==> config.mk <==
export PLATFORM = sky130hd
export DESIGN_NAME = pattern_scan_ctrl
export DESIGN_NICKNAME = d
export VERILOG_FILES = /design/src/rtl/pattern_scan_ctrl.sv
export SDC_FILE = /design/constraint.sdc
export NUM_CORES = 1
export LEC_CHECK = 0
export BUFFER_PORTS_ARGS = -buffer_cell sky130_fd_sc_hd__buf_4
export CAP_MARGIN = 20
export CORE_ASPECT_RATIO = 1.2
export CORE_MARGIN = 4
export CORE_UTILIZATION = 50
export CTS_BUF_LIST = sky130_fd_sc_hd__clkbuf_8
export CTS_CLUSTER_SIZE = 10
export DETAILED_ROUTE_END_ITERATION = 12
export GPL_TIMING_DRIVEN = 0
export PLACE_DENSITY = 0.85
export RECOVER_POWER = 25
export SLEW_MARGIN = 20
export SYNTH_ARGS = -nofsm -noshare
export SYNTH_HDL_FRONTEND = slang
export SYNTH_SLANG_ARGS = --single-unit
==> constraint.sdc <==
create_clock -name clk -period 2.71 [get_ports clk]
set_clock_uncertainty 0.2 [all_clocks]
set_input_delay 0.1355 -clock clk [delete_from_list [all_inputs] [get_ports clk]]
set_output_delay 0.1355 -clock clk [all_outputs]
set_load 0.01 [all_outputs]
==> src/rtl/pattern_scan_ctrl.sv <==
// rtl/pattern_scan_ctrl.sv - serializes words MSB first and counts pattern occurrences in the bit stream
module pattern_scan_ctrl #(
    parameter int DATA_W = 8,
    parameter int PAT_W  = 7,
    parameter int CNT_W  = 8
) (
    input  logic              clk,
    input  logic              reset,
    input  logic              cfg_we,
    input  logic [PAT_W-1:0]  cfg_pattern,
    input  logic              start,
    input  logic [7:0]        word_count,
    input  logic              in_valid,
    input  logic [DATA_W-1:0] in_data,
    output logic              in_ready,
    output logic              bit_out,
    output logic              bit_valid,
    output logic              match,
    output logic [CNT_W-1:0]  match_cnt,
    output logic              busy,
    output logic              done
);

    localparam int IDX_W  = (DATA_W > 1) ? $clog2(DATA_W) : 1;
    localparam int SEEN_W = $clog2(PAT_W + 1);
    localparam logic [PAT_W-1:0]  RST_PAT  = PAT_W'(7'b1010111);
    localparam logic [IDX_W-1:0]  IDX_TOP  = IDX_W'(DATA_W - 1);
    localparam logic [SEEN_W-1:0] SEEN_MAX = SEEN_W'(PAT_W);
    localparam logic [SEEN_W-1:0] SEEN_ARM = SEEN_W'(PAT_W - 1);

    typedef enum logic [1:0] {IDLE, WAIT, SHIFT, DONE} state_t;

    state_t             state_q, state_d;
    logic [PAT_W-1:0]   pattern_q, pattern_d;
    logic [DATA_W-1:0]  word_q, word_d;
    logic [IDX_W-1:0]   idx_q, idx_d;
    logic [7:0]         rem_q, rem_d;
    logic [PAT_W-1:0]   hist_q, hist_d;
    logic [SEEN_W-1:0]  seen_q, seen_d;
    logic [CNT_W-1:0]   cnt_q, cnt_d;
    logic               match_q, match_d;

    logic               cur_bit;
    logic [PAT_W-1:0]   shift_hist;
    logic               hit;

    always_comb begin
        state_d    = state_q;
        pattern_d  = pattern_q;
        word_d     = word_q;
        idx_d      = idx_q;
        rem_d      = rem_q;
        hist_d     = hist_q;
        seen_d     = seen_q;
        cnt_d      = cnt_q;
        match_d    = 1'b0;
        cur_bit    = word_q[idx_q];
        shift_hist = {hist_q[PAT_W-2:0], cur_bit};
        // Only a full window of PAT_W bits from this scan may count as a match.
        hit        = (state_q == SHIFT) && (shift_hist == pattern_q) && (seen_q >= SEEN_ARM);

        case (state_q)
            IDLE: begin
                if (cfg_we) begin
                    pattern_d = cfg_pattern;
                end
                if (start) begin
                    rem_d   = word_count;
                    cnt_d   = '0;
                    hist_d  = '0;
                    seen_d  = '0;
                    state_d = (word_count == 8'd0) ? DONE : WAIT;
                end
            end
            WAIT: begin
                if (in_valid) begin
                    word_d  = in_data;
                    idx_d   = IDX_TOP;
                    state_d = SHIFT;
                end
            end
            SHIFT: begin
                hist_d = shift_hist;
                if (seen_q != SEEN_MAX) begin
                    seen_d = seen_q + 1'b1;
                end
                if (hit) begin
                    match_d = 1'b1;
                    if (cnt_q != '1) begin
                        cnt_d = cnt_q + 1'b1;
                    end
                end
                if (idx_q == '0) begin
                    rem_d   = rem_q - 8'd1;
                    state_d = (rem_q == 8'd1) ? DONE : WAIT;
                end else begin
                    idx_d = idx_q - 1'b1;
                end
            end
            DONE: begin
                state_d = IDLE;
            end
            default: begin
                state_d = IDLE;
            end
        endcase
    end

    always_ff @(posedge clk) begin
        if (reset) begin
            state_q   <= IDLE;
            pattern_q <= RST_PAT;
            word_q    <= '0;
            idx_q     <= '0;
            rem_q     <= '0;
            hist_q    <= '0;
            seen_q    <= '0;
            cnt_q     <= '0;
            match_q   <= 1'b0;
        end else begin
            state_q   <= state_d;
            pattern_q <= pattern_d;
            word_q    <= word_d;
            idx_q     <= idx_d;
            rem_q     <= rem_d;
            hist_q    <= hist_d;
            seen_q    <= seen_d;
            cnt_q     <= cnt_d;
            match_q   <= match_d;
        end
    end

    assign in_ready  = (state_q == WAIT);
    assign bit_valid = (state_q == SHIFT);
    assign bit_out   = (state_q == SHIFT) & word_q[idx_q];
    assign busy      = (state_q != IDLE);
    assign done      = (state_q == DONE);
    assign match     = match_q;
    assign match_cnt = cnt_q;

endmodule

==> impl_metrics.json <==
{
  "dr_total_vias": 2248,
  "critPathMaxStageDelay_ns": 0.46,
  "fin_util_pct": 64.5,
  "tightestPinTransition_ns": 0.560,
  "synth_xor_area_share_pct": 4.93,
  "synth_top_family_by_area": "simple AND/OR/NAND/NOR gates",
  "crit_slowest_cell": "clkbuf_1",
  "grt_pass1_vias": 2127,
  "fin_crit_sh_pct": 89.8,
  "hold_viol": 0,
  "grt_pass1_wl_um": 9540,
  "synth.top_cell.area_share_pct": 39.4,
  "yosysUniqueCellTypes": 45,
  "maxCapViolCount": 0,
  "drc": 0,
  "post_cts_buffers": 0,
  "dr.pass1.iters": 4,
  "drv_slew": 0,
  "core_area_um2": 4560,
  "clkLatencyLatePin_ns": 0.30,
  "drive_gt1_share_pct": 13.0,
  "place_congestion": 0.893,
  "crit_path_end_kind": "output pin",
  "die_h_um": 82.9,
  "r2r_slack_ns": 0.35,
  "crit_chain": "clkbuf_1, nand2b_1, clkbuf_1, clkbuf_1, nor2_1, buf_4",
  "drt-wirelength-per-cell_um": 13.9,
  "grt_max_degree": 14,
  "cp_common_cell": "clkbuf_1",
  "htreeDepth": 2,
  "antennaDiodeCount": 0,
  "port_buffers": 40,
  "fmax_mhz": 411,
  "slew_headroom_pct": 62.7,
  "cp_data_arrival_time_ns": 2.10,
  "rsz0062_at_grt": "no",
  "cts.repair.resized": 0,
  "overflow": 0,
  "die-area_um2": 5840,
  "critPathKind": "reg -> out",
  "synthMuxAreaShare_pct": 4.12,
  "cp-start-kind": "flop",
  "status": "complete, no violations",
  "nNetsFinal": 390,
  "antenna_found_initial": 0,
  "tns_ns": 0,
  "syn2layout_area_growth_pct": 25.9,
  "cts_buffers": 5,
  "min_path_type": "in -> reg",
  "syn_avg_cell_area_um2": 8.12,
  "routed_wirelength_um": 5720,
  "dp_hpwl_um": 4070,
  "setup_viol_count_final": 0,
  "via_per_inst": 5.46,
  "crit_required_ns": 2.37,
  "power_leakage_uw": 0.00116,
  "synth_cells": 288,
  "synthSimpleGateAreaFrac_pct": 28.0,
  "crit_buf_inv": 4,
  "clkTransAtPathRegs_ns": 0.07,
  "cpLargestDelayFamily": "buffers and inverters",
  "worstPathMaxFanout": 10,
  "root_buffer": "clkbuf_8",
  "clk_path_buf_depth": 2,
  "synth_edf_count": 0,
  "synthAdderAreaFrac_pct": 4.28,
  "drtIter0Drc": 113,
  "start_util_pct": 51.2,
  "finalCriticalPeriod_ns": 2.43,
  "yosysWarnings": 0,
  "irDropWorstVdd_mv": 0.290,
  "die_w_um": 70.4,
  "cts_tree": "built",
  "yosys-top-cells-area": "dfxtp_1, nand2_1, a21oi_1",
  "async_flop_share_pct": 0,
  "synth-compound-area-share_pct": 15.6,
  "drtAntennaViolNets": 0,
  "mappedNetlistNets": 324,
  "ys_ff_latch": 46,
  "cts.sinks": 46,
  "grtUsageTotal_pct": 20.0,
  "netlist_area_um2": 2340,
  "ys_seq_area_share_pct": 39.4,
  "rows": 27,
  "p_per_area_nw_per_um2": 475,
  "pin_count": 42,
  "synth_ff_type": "dfxtp_1",
  "synth_largest_area_cell": "dfxtp_1"
}
## area by class of cell
| cell class | count | area [um2] |
|---|---|---|
| timing repair buffer | 59 | 453 |
| fill | 418 | 1620 |
| inverter | 7 | 26.3 |
| clock buffer | 5 | 68.8 |
| multi-input combinational | 219 | 1330 |
| clock inverter | 2 | 10.0 |
| tap | 58 | 72.6 |
| buffer | 16 | 60.1 |
| sequential | 46 | 921 |
## metrics by stage
step	cell area [um2]	total power, uW	instances	setup WS (ns)	hold slack, ns
after floorplan	2340	907	288	0.489	0.0596
after global placement	2710	981	386	0.366	0.147
after detailed placement	2710	990	386	0.348	0.151
after CTS	2980	1400	412	0.301	0.00885
after global routing	2940	1460	412	0.0956	0.0229
final	2940	1400	412	0.275	0.00984
## power breakdown
group	total (uW)	switching [uW]	internal, uW
Clock	398	225	173
Combinational	265	142	123
Sequential	735	27.9	707
Total	1400	395	1000
## cell families after synthesis
group | after synthesis
multiplexers | 5
adder cells (fa/ha/maj) | 8
XOR/XNOR | 11
buffers and inverters | 23
AND/OR/NAND/NOR | 135
AO/OA/AOI/OAI | 60
flip-flops | 46
## worst paths after layout
path,start,end,depth (start not counted)
hold / removal,word_count[0],rem_q[0],3
setup / recovery,state_q[0],bit_out,6
hold reg to reg,word_q[0],word_q[0],2
setup reg to reg,state_q[0],match_cnt[0],9
## cell usage in the layout (no fill, tap or decap), types with 3 or more instances in the layout
cell type       n
xnor2_1         5
o211ai_1        4
buf_4          30
ha_1            8
o22ai_1         3
nor2b_1         3
inv_1           6
xor2_1          5
a21oi_1        33
a211oi_1        4
nor4_1          3
nand2b_1        4
nand3_1        18
clkbuf_1       25
a31oi_1         4
nor3_1          7
nand2_1        59
nor2_1         21
dfxtp_1        46
o221ai_1        3
nand3b_1        5
clkbuf_8        5
dlygate4sd3_1  19
## what timing repair did
action | 4_1_cts | 5_1_grt
hold endpoints to repair | 19 | 0
endpoints found under the setup margin | 0 | 0
hold buffers | 19 | 0
## synth_stat cells, types with 2 or more instances
cell type	n
o21ai_0	2
and2_1	3
xnor2_1	5
nor2b_1	3
nand3_1	18
dfxtp_1	46
nor2_1	21
clkbuf_1	15
nor4_1	3
o221ai_1	3
nand3b_1	5
nor3_1	7
inv_1	6
a211oi_1	4
a21oi_1	33
o211ai_1	4
o22ai_1	3
ha_1	8
a22oi_1	2
nand2b_1	4
xor2_1	5
nand2_1	59
a31oi_1	4
mux4_1	2
or3_1	2
nand4_1	2
## tightest hold or removal path, stage by stage
cell      delay, ns
buf_4          0.12
a21oi_1        0.12
a221oi_1       0.08
## sequential cells by signal, summed over array words and instances (netlist names)
name / count
state_q: 2
pattern_q: 7
word_q: 8
hist_q: 6
rem_q: 8
match: 1
match_cnt: 8
idx_q: 3
seen_q: 3
## layer usage
metal,GRT usage [%],vias up,share of wire (%)
li1,-,1137,-
met1,23.7,1031,43
met2,33.7,64,49
met3,4.84,16,5.0
met4,8.89,0,2.1
met5,0,-,0
Note: power is estimated with default switching activity, not from simulation.
